**config.mk**
```make
export PLATFORM = sky130hd
export DESIGN_NAME = food_spawner
export DESIGN_NICKNAME = d
export VERILOG_FILES = /design/src/rtl/snake_pkg.sv /design/src/rtl/food_coord_step.sv /design/src/rtl/food_spawner.sv
export SDC_FILE = /design/constraint.sdc
export NUM_CORES = 1
export LEC_CHECK = 0
export BUFFER_PORTS_ARGS = -buffer_cell sky130_fd_sc_hd__buf_2
export CORE_ASPECT_RATIO = 1.1
export CORE_MARGIN = 2
export CORE_UTILIZATION = 50
export CTS_CLUSTER_SIZE = 8
export DETAILED_ROUTE_END_ITERATION = 12
export GPL_TIMING_DRIVEN = 0
export HOLD_SLACK_MARGIN = 0.1
export PLACE_DENSITY = 0.89
export REMOVE_ABC_BUFFERS = 1
export SYNTH_ARGS = -nofsm -noshare
export SYNTH_HDL_FRONTEND = slang
export SYNTH_SLANG_ARGS = --single-unit
```
**constraint.sdc**
```tcl
create_clock -name clk -period 1.5 [get_ports clk]
set_input_delay 0.3 -clock clk [delete_from_list [all_inputs] [get_ports clk]]
set_output_delay 0.3 -clock clk [all_outputs]
set_load 0.05 [all_outputs]
```
**src/rtl/snake_pkg.sv**
```systemverilog
// Shared Snake playfield constants, food spawner state encoding and grid coordinate type.
// The SCAN states exist only when SNAKE_FOOD_SCAN_EN is defined.
package snake_pkg;

    localparam int GRID_W    = 40;
    localparam int GRID_H    = 30;
    localparam int X_BITS    = 6;
    localparam int Y_BITS    = 5;
    localparam int CELLS     = GRID_W * GRID_H;
    localparam int SCAN_BITS = $clog2(CELLS);

    typedef enum logic [2:0] {
        IDLE,
        WAIT_RND,
        QUERY,
        CHECK,
`ifdef SNAKE_FOOD_SCAN_EN
        SCAN_Q,
        SCAN_C,
`endif
        FIN
    } spawn_state_t;

    typedef struct packed {
        logic [X_BITS-1:0] x;
        logic [Y_BITS-1:0] y;
    } coord_t;

    // One extra bit on the compare so a grid exactly 2^BITS wide still works.
    function automatic logic in_grid(coord_t c);
        return ({1'b0, c.x} < (X_BITS+1)'(GRID_W)) && ({1'b0, c.y} < (Y_BITS+1)'(GRID_H));
    endfunction

endpackage

```
**src/rtl/food_coord_step.sv**
```systemverilog
// Raster-order successor of a grid cell: x+1, wrapping to the next row, last cell wraps to (0,0).
module food_coord_step
    import snake_pkg::*;
(
    input  logic [X_BITS-1:0] x,
    input  logic [Y_BITS-1:0] y,
    output logic [X_BITS-1:0] x_next,
    output logic [Y_BITS-1:0] y_next
);

    always_comb begin
        x_next = x + 1'b1;
        y_next = y;
        if (x == X_BITS'(GRID_W - 1)) begin
            x_next = '0;
            y_next = (y == Y_BITS'(GRID_H - 1)) ? '0 : y + 1'b1;
        end
    end

endmodule

```
**src/rtl/food_spawner.sv**
```systemverilog
// Picks a free food cell from random candidates, checking each against the board occupancy RAM.
// Optional SNAKE_FOOD_SCAN_EN: linear board scan once the try limit is reached.
//
//   state    | meaning
//   ---------+-----------------------------------------------------------
//   IDLE     | waiting for spawn_req
//   WAIT_RND | waiting for a random word, rejects out-of-range candidates
//   QUERY    | occupancy read strobe for the candidate
//   CHECK    | occ_hit sampled; free -> FIN, occupied -> retry
//   SCAN_Q   | scan read strobe for the current scan cell
//   SCAN_C   | scan occ_hit sampled; occupied -> step to next cell
//   FIN      | one-cycle done pulse, result already latched
module food_spawner
    import snake_pkg::*;
#(
    parameter int MAX_TRIES = 64,
    parameter int TRY_BITS  = 7
) (
    input  logic              clk,
    input  logic              rst,
    input  logic              spawn_req,
    input  logic [14:0]       rnd,
    input  logic              rnd_valid,
    output logic              occ_rd,
    output logic [X_BITS-1:0] occ_x,
    output logic [Y_BITS-1:0] occ_y,
    input  logic              occ_hit,
    output logic [X_BITS-1:0] food_x,
    output logic [Y_BITS-1:0] food_y,
    output logic              food_valid,
    output logic              done,
    output logic              fail,
    output logic              busy
);

    spawn_state_t state, state_n;
    coord_t cur, cur_n, food, food_n, nxt, rnd_c;
    logic [TRY_BITS-1:0] tries, tries_n, tries_inc;
    logic food_valid_n, fail_n, at_limit;

    logic unused_rnd;
    assign unused_rnd = ^rnd[14:X_BITS+Y_BITS];

    food_coord_step u_step (
        .x      (cur.x),
        .y      (cur.y),
        .x_next (nxt.x),
        .y_next (nxt.y)
    );

`ifdef SNAKE_FOOD_SCAN_EN
    logic [SCAN_BITS-1:0] scan_cnt, scan_cnt_n;

    always_ff @(posedge clk) begin
        if (rst) scan_cnt <= '0;
        else     scan_cnt <= scan_cnt_n;
    end
`else
    logic unused_step;
    assign unused_step = ^nxt;
`endif

    assign rnd_c     = '{x: rnd[X_BITS-1:0], y: rnd[X_BITS+Y_BITS-1:X_BITS]};
    assign tries_inc = tries + 1'b1;
    assign at_limit  = (tries_inc == TRY_BITS'(MAX_TRIES));

    always_ff @(posedge clk) begin
        if (rst) begin
            state      <= IDLE;
            cur        <= '0;
            tries      <= '0;
            food       <= '0;
            food_valid <= 1'b0;
            fail       <= 1'b0;
        end else begin
            state      <= state_n;
            cur        <= cur_n;
            tries      <= tries_n;
            food       <= food_n;
            food_valid <= food_valid_n;
            fail       <= fail_n;
        end
    end

    always_comb begin
        state_n      = state;
        cur_n        = cur;
        tries_n      = tries;
        food_n       = food;
        food_valid_n = food_valid;
        fail_n       = fail;
`ifdef SNAKE_FOOD_SCAN_EN
        scan_cnt_n   = scan_cnt;
`endif
        unique case (state)
            IDLE: begin
                if (spawn_req) begin
                    state_n      = WAIT_RND;
                    food_valid_n = 1'b0;
                    fail_n       = 1'b0;
                    tries_n      = '0;
                end
            end
            WAIT_RND: begin
                if (rnd_valid) begin
                    cur_n = rnd_c;
                    if (in_grid(rnd_c)) begin
                        state_n = QUERY;
                    end else begin
                        tries_n = tries_inc;
                        if (at_limit) begin
`ifdef SNAKE_FOOD_SCAN_EN
                            cur_n      = '0;
                            scan_cnt_n = '0;
                            state_n    = SCAN_Q;
`else
                            fail_n  = 1'b1;
                            state_n = FIN;
`endif
                        end
                    end
                end
            end
            QUERY: state_n = CHECK;
            CHECK: begin
                if (!occ_hit) begin
                    food_n       = cur;
                    food_valid_n = 1'b1;
                    state_n      = FIN;
                end else begin
                    tries_n = tries_inc;
                    if (at_limit) begin
`ifdef SNAKE_FOOD_SCAN_EN
                        scan_cnt_n = '0;
                        state_n    = SCAN_Q;
`else
                        fail_n  = 1'b1;
                        state_n = FIN;
`endif
                    end else begin
                        state_n = WAIT_RND;
                    end
                end
            end
`ifdef SNAKE_FOOD_SCAN_EN
            SCAN_Q: state_n = SCAN_C;
            SCAN_C: begin
                if (!occ_hit) begin
                    food_n       = cur;
                    food_valid_n = 1'b1;
                    state_n      = FIN;
                end else if (scan_cnt == SCAN_BITS'(CELLS - 1)) begin
                    fail_n  = 1'b1;
                    state_n = FIN;
                end else begin
                    cur_n      = nxt;
                    scan_cnt_n = scan_cnt + 1'b1;
                    state_n    = SCAN_Q;
                end
            end
`endif
            FIN:     state_n = IDLE;
            default: state_n = IDLE;
        endcase
    end

`ifdef SNAKE_FOOD_SCAN_EN
    assign occ_rd = (state == QUERY) || (state == SCAN_Q);
`else
    assign occ_rd = (state == QUERY);
`endif
    assign occ_x  = cur.x;
    assign occ_y  = cur.y;
    assign food_x = food.x;
    assign food_y = food.y;
    assign done   = (state == FIN);
    assign busy   = (state != IDLE);

endmodule
```
==> results.md <==
- The via count of the first global-routing pass is 1,249.
- The area of the mapped netlist is 1510 um^2.
- After floorplanning, the core was sized to cover 2830 um^2.
- STA classifies the critical path startpoint as a register.
- Setup repair after global routing could not meet its margin everywhere.
- The count of TritonRoute iterations in the first routing pass is 4.
- The number of hold-slack violations in the final timing report is 0.
- Buffers inserted during clock tree synthesis total 5.
- After detailed routing, the number of vias per cell comes to 5.43.
- In the routed design, unresolved DRC markers number 0.
- The worst hold path class is in -> reg.
- During synthesis, Yosys emitted a total of 0 warnings.
- In this run, synthesis produced a sequential element count of 34.
- The estimated wirelength of the detail-placed design is 2.21 mm.
- The final weighted congestion in routability-driven placement is 0.831.
- Headroom to the max-slew limit came out at 56.5%.
- The area of all placed cells without fillers is 1870 um^2.
- The highest clock rate is 0.657 GHz.
- For this run the aggregate overflow at the end of global routing stands at 0.
- The total of max-cap violations is 0.
- The final net count is 257.
- The initial utilization of the core area, before any placement, comes to 53.5%.
- Clock-pin slew was measured on the worst setup and hold paths at 100 ps.
- The leakage power is 0.733 nW.
- The clock root buffer is sky130_fd_sc_hd__clkbuf_4.
- The layout filler cell count is 231.
- The initial antenna violation count was 0.
- The floorplan has 20 rows.
- For the worst flop-to-flop path, the logic depth is 4.
- The setup skew after layout is 7.68 ps.
- Along the worst path, the maximum fanout reaches 8.
- Detailed routing inserted a total of 1,466 vias.
- The area of the die is 3480 um^2.
- The transition at the pin with the smallest max-transition slack is 649 ps.
- The fraction of final layout cells with drive strength greater than 1 is 30.0%.
- Along the worst hold path, the cell count comes to 2.
- Of the available clock period, the critical path in the final layout requires 102%.
- The slowest stage of the critical path is the sky130_fd_sc_hd__dfxtp_4 cell.
- In the layout the commonest cells are sky130_fd_sc_hd__nand2_1 (51), sky130_fd_sc_hd__buf_2 (39), sky130_fd_sc_hd__dfxtp_1 (31).
- Data arrives at the worst endpoint at 1220 ps.
- Dividing the detail-routed wire length by the instance count gives 12.5 um.
- TritonCTS built the clock tree.
- Buffers placed on the I/O ports in this run total 42.
- Data on the critical path is required at its endpoint by 1200 ps.
- Summed over all layers, the routed wires come to 3.37 mm.
- The power density over cell area is 941 nW/um^2.
- Setup violations remaining at the end of the flow were counted as 1.
- The later-pin clock latency in the skew report is 340 ps.
- The count of clock tree sinks is 34.
- For this design the top-level I/O count stands at 47.
- At the placement stage, the worst setup path has a slack of -403 ps.
- The synthesized instance count is 191.
- Measured along the x axis, the die boundary spans 56.5 um.
- The clock tree buffer depth is 2.
- The average instance in the mapped netlist occupies 7.93 um^2.
- Leaving out fill and tap cells, the most frequent cell in the layout is sky130_fd_sc_hd__nand2_1.
- The H-tree generated during clock tree synthesis spans 2 levels.
- By startpoint and endpoint, the worst setup path is classified as reg -> out.
- The minimum period implied by the final worst setup slack is 1520 ps.
- The flow ran to the end, but the final reports show violations.
- The final number of max-transition violations came to 0.
- Buffers inserted to repair hold after CTS numbered 0.
- The count of antenna diodes in the layout is 0.
- The detail route stage leaves a number of antenna-violating nets equal to 0.
- The number of distinct standard cells referenced by the synthesized netlist is 39.
- In this run the vertical extent of the chip is 61.7 um.
- Traced cell by cell, the critical path runs through inv_2, nor3_2, buf_6.
- Entering global routing, the biggest net connects 31 pins.
- Global routing used 19.8% of the available tracks.
- The worst setup path is captured at an output port.
- The first-pass GRT wire length is 5.25 mm.
- The worst-case IR drop observed on VDD is 0.793 mV.
- The total power is 1.76 mW.
- Once routing completed, OpenROAD measured the worst setup slack at -22.7 ps.
- The layout-stage area growth over the synthesis result is 23.5%.
- The total placed instance area is 1710 um^2.
- The detailed router finished its first iteration with 50 violations.
- The worst stage delay on the critical path is 420 ps.
- The portion of the post-synthesis area used by sequential elements is 45.0%.
- The checks that failed: setup timing.
-- worst max-delay path: cells and delay by family, from the launching register on --
family / cells / cell delay, ps
buffers and inverters: 2 / 270
AND/OR/NAND/NOR: 1 / 200
flip-flops: 1 / 420
-- timing repair --
item                                    in CTS  in global routing
pin swaps                                    2                  3
endpoints found under the setup margin      34                 35
setup buffers                                2                  4
resized for setup                           16                  3
-- flip-flops by register name, indices dropped and copies added (netlist names) --
| name | count |
|---|---|
| tries | 7 |
| state | 3 |
| occ_x | 6 |
| occ_y | 5 |
| fail | 1 |
| food_y | 5 |
| food_x | 6 |
| food_valid | 1 |
-- kinds of logic (layout without fill, tap and decap cells) --
| logic type | Yosys count | in the layout | synth area share, % |
|---|---|---|---|
| simple gates | 83 | 83 | 26.0 |
| compound gates | 52 | 52 | 21.6 |
| flops | 34 | 34 | 45.0 |
| buf+inv | 20 | 66 | 6.03 |
| fa+ha+maj | 1 | 1 | 0.826 |
| mux | 1 | 1 | 0.661 |
-- per-layer routing --
layer / GRT usage, % / part of all wire (%) / up-vias
met2: 33.1 / 47 / 53
met1: 23.0 / 43 / 660
met3: 7.66 / 7.7 / 7
met4: 9.18 / 2.1 / 0
li1: - / - / 746
met5: 0 / 0 / -
-- per-stage QoR --
stage | hold slack [ps] | setup TNS, ps | util, % | std cells
2_1_floorplan | 369 | -920 | - | 181
3_3_place_gp | 439 | -7170 | 60.5 | 256
3_5_place_dp | 444 | -8190 | 60.5 | 256
4_1_cts | 165 | 0 | 64.7 | 266
5_1_grt | 186 | -1900 | 66.1 | 270
6_report | 176 | -22.7 | 66.1 | 270
-- cells in the mapped netlist --
master / instances / share of area (%)
sky130_fd_sc_hd__nor2_1: 7 / 1.7
sky130_fd_sc_hd__buf_4: 1 / 0.50
sky130_fd_sc_hd__a221oi_1: 1 / 0.58
sky130_fd_sc_hd__nor3_1: 5 / 1.7
sky130_fd_sc_hd__a2111oi_0: 1 / 0.58
sky130_fd_sc_hd__a211oi_4: 1 / 1.3
sky130_fd_sc_hd__nand3b_1: 2 / 0.99
sky130_fd_sc_hd__nor2b_1: 2 / 0.83
sky130_fd_sc_hd__nor2_2: 1 / 0.41
sky130_fd_sc_hd__ha_1: 1 / 0.83
sky130_fd_sc_hd__nor3b_1: 1 / 0.50
sky130_fd_sc_hd__a211oi_1: 1 / 0.50
sky130_fd_sc_hd__a21oi_1: 25 / 8.3
sky130_fd_sc_hd__nand2b_1: 2 / 0.83
sky130_fd_sc_hd__a21boi_0: 1 / 0.50
sky130_fd_sc_hd__nand2_1: 51 / 13
sky130_fd_sc_hd__dfxtp_1: 34 / 45
sky130_fd_sc_hd__nand4_1: 2 / 0.83
sky130_fd_sc_hd__o22ai_1: 1 / 0.41
sky130_fd_sc_hd__nor4_1: 1 / 0.41
sky130_fd_sc_hd__buf_1: 1 / 0.25
sky130_fd_sc_hd__o221ai_1: 4 / 2.3
sky130_fd_sc_hd__buf_2: 4 / 1.3
sky130_fd_sc_hd__mux2i_1: 1 / 0.66
sky130_fd_sc_hd__o21ai_2: 1 / 0.58
sky130_fd_sc_hd__a31oi_1: 2 / 0.83
sky130_fd_sc_hd__o2bb2ai_1: 1 / 0.58
sky130_fd_sc_hd__inv_1: 10 / 2.5
sky130_fd_sc_hd__a31o_2: 1 / 0.58
sky130_fd_sc_hd__nor4b_1: 1 / 0.58
sky130_fd_sc_hd__nand3_1: 5 / 1.7
sky130_fd_sc_hd__o21ai_0: 10 / 3.3
sky130_fd_sc_hd__nor3_2: 1 / 0.66
sky130_fd_sc_hd__clkbuf_1: 3 / 0.74
sky130_fd_sc_hd__nand4bb_4: 1 / 1.8
sky130_fd_sc_hd__buf_6: 1 / 0.74
sky130_fd_sc_hd__o221a_2: 1 / 0.74
sky130_fd_sc_hd__and2_1: 1 / 0.41
sky130_fd_sc_hd__o211ai_1: 1 / 0.50
-- worst paths after layout --
check	start	endpoint	slack, ps
setup / recovery	state[1]$_SDFFE_PP0P_	occ_rd	-20
setup reg to reg	state[2]$_SDFFE_PP0P_	occ_x[0]$_SDFFE_PP0P_	30
hold / removal	spawn_req	food_valid$_SDFFE_PP0P_	180
hold reg to reg	food_y[1]$_SDFFE_PP0P_	food_y[1]$_SDFFE_PP0P_	460
-- power breakdown --
group          internal, mW  total (mW)  leakage (nW)  switching [mW]
logic                0.0949       0.281         0.421           0.186
clock network         0.227       0.528        0.0353           0.301
registers             0.923       0.950         0.277          0.0273
-- cell type report --
type	instances	area [um^2]	area share (%)
multi-input combinational	137	772	41.3
inverter	10	37.5	2.01
timing repair buffer	48	267	14.3
sequential	34	692	37.0
clock buffer	7	55.1	2.95
clock inverter	1	5.00	0.268
tap	33	41.3	2.21
Note: power is estimated with default switching activity, not from simulation.
